$ cat config.mk
export PLATFORM = sky130hd
export DESIGN_NAME = apb_mem_slave
export DESIGN_NICKNAME = d
export VERILOG_FILES = /design/src/rtl/apb_mem_slave.sv
export SDC_FILE = /design/constraint.sdc
export NUM_CORES = 1
export LEC_CHECK = 0
export ABC_AREA = 1
export BUFFER_PORTS_ARGS = -buffer_cell sky130_fd_sc_hd__buf_2
export CAP_MARGIN = 20
export CORE_ASPECT_RATIO = 0.75
export CORE_MARGIN = 8
export CORE_UTILIZATION = 67
export DETAILED_ROUTE_END_ITERATION = 16
export PLACE_DENSITY_LB_ADDON = 0.05
export SLEW_MARGIN = 20
export SYNTH_ARGS = -nofsm -noshare
export SYNTH_HDL_FRONTEND = slang
export SYNTH_SLANG_ARGS = --single-unit
$ cat constraint.sdc
create_clock -name pclk -period 6.8 [get_ports pclk]
set_input_delay 0.68 -clock pclk [delete_from_list [all_inputs] [get_ports pclk]]
set_output_delay 0.68 -clock pclk [all_outputs]
set_load 0.005 [all_outputs]
$ cat src/rtl/apb_mem_slave.sv
// APB3 completer with a DEPTH x 32-bit word-addressed register memory and PSLVERR decode.
// Optional wait-state insertion is built only when APB_SLV_WAIT_EN is defined.
module apb_mem_slave #(
    parameter int DEPTH       = 16,
    parameter int WAIT_CYCLES = 2
) (
    input  logic        pclk,
    input  logic        preset,
    input  logic        psel,
    input  logic        penable,
    input  logic        pwrite,
    input  logic [31:0] paddr,
    input  logic [31:0] pwdata,
    output logic [31:0] prdata,
    output logic        pready,
    output logic        pslverr
);

    localparam int IDX_W = (DEPTH > 1) ? $clog2(DEPTH) : 1;

    typedef enum logic [0:0] {
        IDLE   = 1'b0,
        ACCESS = 1'b1
    } state_t;

    // Misaligned byte address or word index beyond the memory.
    function automatic logic decode_err(input logic [31:0] addr);
        decode_err = (addr[1:0] != 2'b00) || ({2'b00, addr[31:2]} >= 32'(DEPTH));
    endfunction

    state_t      state_r;
    state_t      state_s;
    logic [31:0] addr_r;
    logic [31:0] wdata_r;
    logic        write_r;
    logic [31:0] prdata_r;
    logic        pready_r;
    logic        pslverr_r;
    logic [31:0] mem_r [DEPTH];

    logic        capture_s;
    logic        respond_s;
    logic        clear_s;
    logic        commit_s;
    logic [31:0] resp_addr_s;
    logic        resp_write_s;
    logic        resp_err_s;
    logic [31:0] prdata_s;
    logic        pready_s;
    logic        pslverr_s;

`ifdef APB_SLV_WAIT_EN
    localparam logic [3:0] WAIT_LOAD = 4'(WAIT_CYCLES);
    logic [3:0] cnt_r;
    logic [3:0] cnt_s;
`endif

    // Next-state, capture, response-timing and commit decisions.
    always_comb begin
        state_s      = state_r;
        capture_s    = 1'b0;
        respond_s    = 1'b0;
        clear_s      = 1'b0;
        commit_s     = 1'b0;
        resp_addr_s  = addr_r;
        resp_write_s = write_r;
`ifdef APB_SLV_WAIT_EN
        cnt_s        = cnt_r;
`endif
        case (state_r)
            IDLE: begin
                // A transfer starting without SETUP (penable already high) is ignored.
                if (psel && !penable) begin
                    state_s      = ACCESS;
                    capture_s    = 1'b1;
                    resp_addr_s  = paddr;
                    resp_write_s = pwrite;
`ifdef APB_SLV_WAIT_EN
                    cnt_s        = WAIT_LOAD;
                    respond_s    = (WAIT_LOAD == 4'd0);
`else
                    respond_s    = 1'b1;
`endif
                end else begin
                    state_s = IDLE;
                end
            end
            ACCESS: begin
                if (!psel) begin
                    state_s = IDLE;
                    clear_s = 1'b1;
`ifdef APB_SLV_WAIT_EN
                    cnt_s   = 4'd0;
`endif
                end else if (penable && pready_r) begin
                    state_s  = IDLE;
                    clear_s  = 1'b1;
                    commit_s = write_r && !pslverr_r;
`ifdef APB_SLV_WAIT_EN
                end else if (penable && (cnt_r != 4'd0)) begin
                    cnt_s     = cnt_r - 4'd1;
                    respond_s = (cnt_r == 4'd1);
`endif
                end else begin
                    state_s = ACCESS;
                end
            end
            default: begin
                state_s = IDLE;
                clear_s = 1'b1;
            end
        endcase
    end

    // Registered response values: load on response, zero on completion/abort, else hold.
    always_comb begin
        resp_err_s = decode_err(resp_addr_s);
        prdata_s   = prdata_r;
        pready_s   = pready_r;
        pslverr_s  = pslverr_r;
        if (respond_s) begin
            pready_s  = 1'b1;
            pslverr_s = resp_err_s;
            if (resp_write_s || resp_err_s) begin
                prdata_s = 32'h0000_0000;
            end else begin
                prdata_s = mem_r[resp_addr_s[IDX_W+1:2]];
            end
        end else if (clear_s) begin
            prdata_s  = 32'h0000_0000;
            pready_s  = 1'b0;
            pslverr_s = 1'b0;
        end else begin
            prdata_s  = prdata_r;
        end
    end

    // State, capture registers, outputs and memory; reset wins over any in-flight write.
    always_ff @(posedge pclk) begin
        if (preset) begin
            state_r   <= IDLE;
            addr_r    <= 32'h0000_0000;
            wdata_r   <= 32'h0000_0000;
            write_r   <= 1'b0;
            prdata_r  <= 32'h0000_0000;
            pready_r  <= 1'b0;
            pslverr_r <= 1'b0;
`ifdef APB_SLV_WAIT_EN
            cnt_r     <= 4'd0;
`endif
            for (int i = 0; i < DEPTH; i++) begin
                mem_r[i] <= 32'h0000_0000;
            end
        end else begin
            state_r   <= state_s;
            prdata_r  <= prdata_s;
            pready_r  <= pready_s;
            pslverr_r <= pslverr_s;
`ifdef APB_SLV_WAIT_EN
            cnt_r     <= cnt_s;
`endif
            if (capture_s) begin
                addr_r  <= paddr;
                wdata_r <= pwdata;
                write_r <= pwrite;
            end
            if (commit_s) begin
                mem_r[addr_r[IDX_W+1:2]] <= wdata_r;
            end
        end
    end

    assign prdata  = prdata_r;
    assign pready  = pready_r;
    assign pslverr = pslverr_r;

endmodule

==> results.sh <==
export IMPL_status="finished, final reports clean"
export IMPL_worstSetupEndpointType="register"
export IMPL_path_buf_inv=2
export IMPL_final_common_cell="nand3_1"
export IMPL_syn_nets=2820
export IMPL_yosys_top_cells_area="edfxtp_1 (58%), nand3_1 (12%), nor2_1 (7.8%), dfxtp_1 (7.5%), nand2_1 (6.4%)"
export IMPL_io_pin_count=103
export IMPL_ctsResizeCount=0
export IMPL_synth_area_sq_um=26610
export IMPL_rows=63
export IMPL_ys_warn_count=0
export IMPL_die_w_um=246.1
export IMPL_coreArea_sq_um=39330
export IMPL_critPathKind="reg2reg"
export IMPL_grt_pass1_wl_um=120100
export IMPL_slew_viol_final=0
export IMPL_wl_um=79820
export IMPL_leakage_nw=10.57
export IMPL_syn_to_final_growth_pct=9.648
export IMPL_ys_ff_latch=612
export IMPL_r2r_slack_ps=2660
export IMPL_ir_worst_vdd_v=0.0002385
export IMPL_wire_per_inst_um=24.38
export IMPL_comb_power_share_pct=9.1
export IMPL_antenna_cells=0
export IMPL_grt_util_all_layers_pct=33.55
export IMPL_cp_data_arrival_time_ps=4660
export IMPL_die_area_sq_um=46420
export IMPL_p_per_area_nw_per_um2=282.5
export IMPL_cpMaxStageDelayCell="buf_12"
export IMPL_ys_seq_area_share_pct=65.30
export IMPL_mostFrequentLayoutCells="nand3_1 (645), nor2_1 (555), edfxtp_1 (512)"
export IMPL_finalPower_mw=8.244
export IMPL_critPathLaunchType="register"
export IMPL_drtIter0Drc=3219
export IMPL_grt_ovfl_total=0
export IMPL_dpl_hpwl_um=39390
export IMPL_htreeDepth=2
export IMPL_cts_sinks=612
export IMPL_clock_power_share_pct=39.7
export IMPL_seqCellArea_sq_um=17380
export IMPL_internal_power_mw=6.255
export IMPL_cts_tree="yes"
export IMPL_grt_pass1_vias=20580
export IMPL_gp_congestion=0.8293
export IMPL_layout_nets=2777
export IMPL_seqPwrFrac_pct=51.2
export IMPL_max_cap_violations=0
export IMPL_period_minus_slack_ps=4141
export IMPL_drcViolationCount=0
export IMPL_power_share_switching_pct=24.13
export IMPL_portBuffers=102
export IMPL_period_share_pct=60.89
export IMPL_clock_path_buffers=3
export IMPL_cp_required_ps=7320
export IMPL_crit_family="simple AND/OR/NAND/NOR gates"
export IMPL_setup_viol=0
export IMPL_synthCells=2751
export IMPL_drtPass1Iterations=6
export IMPL_die_height_um=188.6
export IMPL_synth_top_area_cell="edfxtp_1"
export IMPL_cp_cell_sequence="inv_2, nand3_4, nand2_4, nand2_4, buf_12, nand2_1, nand3_1, nand3_1, nand3_1, nand4_1, a21oi_1"
export IMPL_cts_hold_buffers=0
export IMPL_synth_distinct_cells=23
export IMPL_ant_nets=0
export IMPL_fill_cells=2745
export IMPL_multi_input_comb_area_sq_um=8159
export IMPL_cts_buffers=56
export IMPL_initial_core_util_pct=67.65
export IMPL_slew_headroom_pct=21.56
export IMPL_vias=21400
export IMPL_path_common_cell="nand3_1"
export IMPL_worstSkewPairLatency_ps=590
export IMPL_final_hold_viol_count=0
export IMPL_min_delay_path_class="in2reg"
export IMPL_synth_top_cell_area_share_pct=57.78
export IMPL_final_setup_tns_ps=0
export IMPL_drive_gt1_share_pct=9.187
export IMPL_skew_ps=16.96
export IMPL_max_stage_delay_ps=710
export IMPL_power_switching_mw=1.989
export IMPL_tightestPinTransition_ps=1172
export IMPL_clk_pin_slew_ps=70
export IMPL_vias_per_cell=6.538
export IMPL_cts_setup_buffers=0
export IMPL_antenna_found_initial=0
export IMPL_cp_max_fo=210
export IMPL_syn_area_per_cell_sq_um=9.673
export IMPL_rsz0062_at_grt="no"
export IMPL_ctsRootBufferMaster="clkbuf_16"
export IMPL_fmax_mhz=241.5
export IMPL_grt_max_degree=211
-- synth_stat cells (all sizes together) --
master / instances
a21oi: 78
dfxtp: 100
nand3: 647
edfxtp: 512
clkbuf: 142
or2: 2
nor3: 3
nor2: 558
buf: 98
clkinv: 32
o21ai: 54
inv: 35
nand4: 34
nand2: 455
a211oi: 1
-- flip-flops by register name (all words and copies together), names as in the netlist --
register and count:
state_r 1, pslverr 1, write_r 1, mem_r 512, addr_r 32, prdata 32, wdata_r 32, pready 1
-- worst paths after layout --
check | from | endpoint | cells after the start
setup / recovery | state_r$_SDFF_PP0_ | prdata[7]$_SDFFE_PP0P_ | 11
hold reg to reg | addr_r[30]$_SDFFE_PP0P_ | addr_r[30]$_SDFFE_PP0P_ | 2
hold / removal | pwdata[12] | wdata_r[12]$_SDFFE_PP0P_ | 3
setup reg to reg | state_r$_SDFF_PP0_ | prdata[7]$_SDFFE_PP0P_ | 11
-- layer usage --
| metal | global-route usage [%] | up-vias | wire [um] |
|---|---|---|---|
| met5 | 0 | - | 0 |
| met4 | 13.56 | 0 | 3401 |
| met3 | 6.140 | 283 | 11600 |
| met2 | 52.80 | 1723 | 36500 |
| met1 | 46.06 | 10080 | 28320 |
| li1 | - | 9314 | - |
-- power by group through the flow --
stage	combinational, mW	sequential, mW	clock, mW
3_3_place_gp	0.707	4.29	0
3_5_place_dp	0.725	4.30	0
4_1_cts	0.731	4.22	3.26
6_report	0.752	4.22	3.27
5_1_grt	0.802	4.23	3.41
2_1_floorplan	0.490	4.29	0
-- kinds of logic after synthesis --
group,after synthesis,share of synthesized area (%)
simple gates,1699,27.42
buf+inv,307,4.758
flops,612,65.30
compound gates,133,2.525
-- worst min-delay path, stage by stage --
cell     delay (ps)
buf_2            70
o21ai_0          70
a21oi_1         100
-- cell type report --
type | count | share of cell area (%)
Clock inverter | 21 | 0.8576
Tap cell | 520 | 2.230
Clock buffer | 83 | 5.643
Inverter | 67 | 0.8705
Timing Repair Buffer | 139 | 2.882
Sequential cell | 612 | 59.55
Multi-Input combinational cell | 1832 | 27.96
-- stage by stage --
step,hold slack [ps],utilization (%),cells,worst slack [ps],cell area [sq um]
6_report,370.4,74.18,3274,2659,29180
5_1_grt,361.1,74.18,3274,2447,29180
4_1_cts,356.7,74.05,3273,2662,29130
3_5_place_dp,463.4,69.22,3169,2466,27230
3_3_place_gp,458.2,69.06,3167,2603,27160
2_1_floorplan,444.9,-,2751,3947,26610
Note: power is estimated with default switching activity, not from simulation.
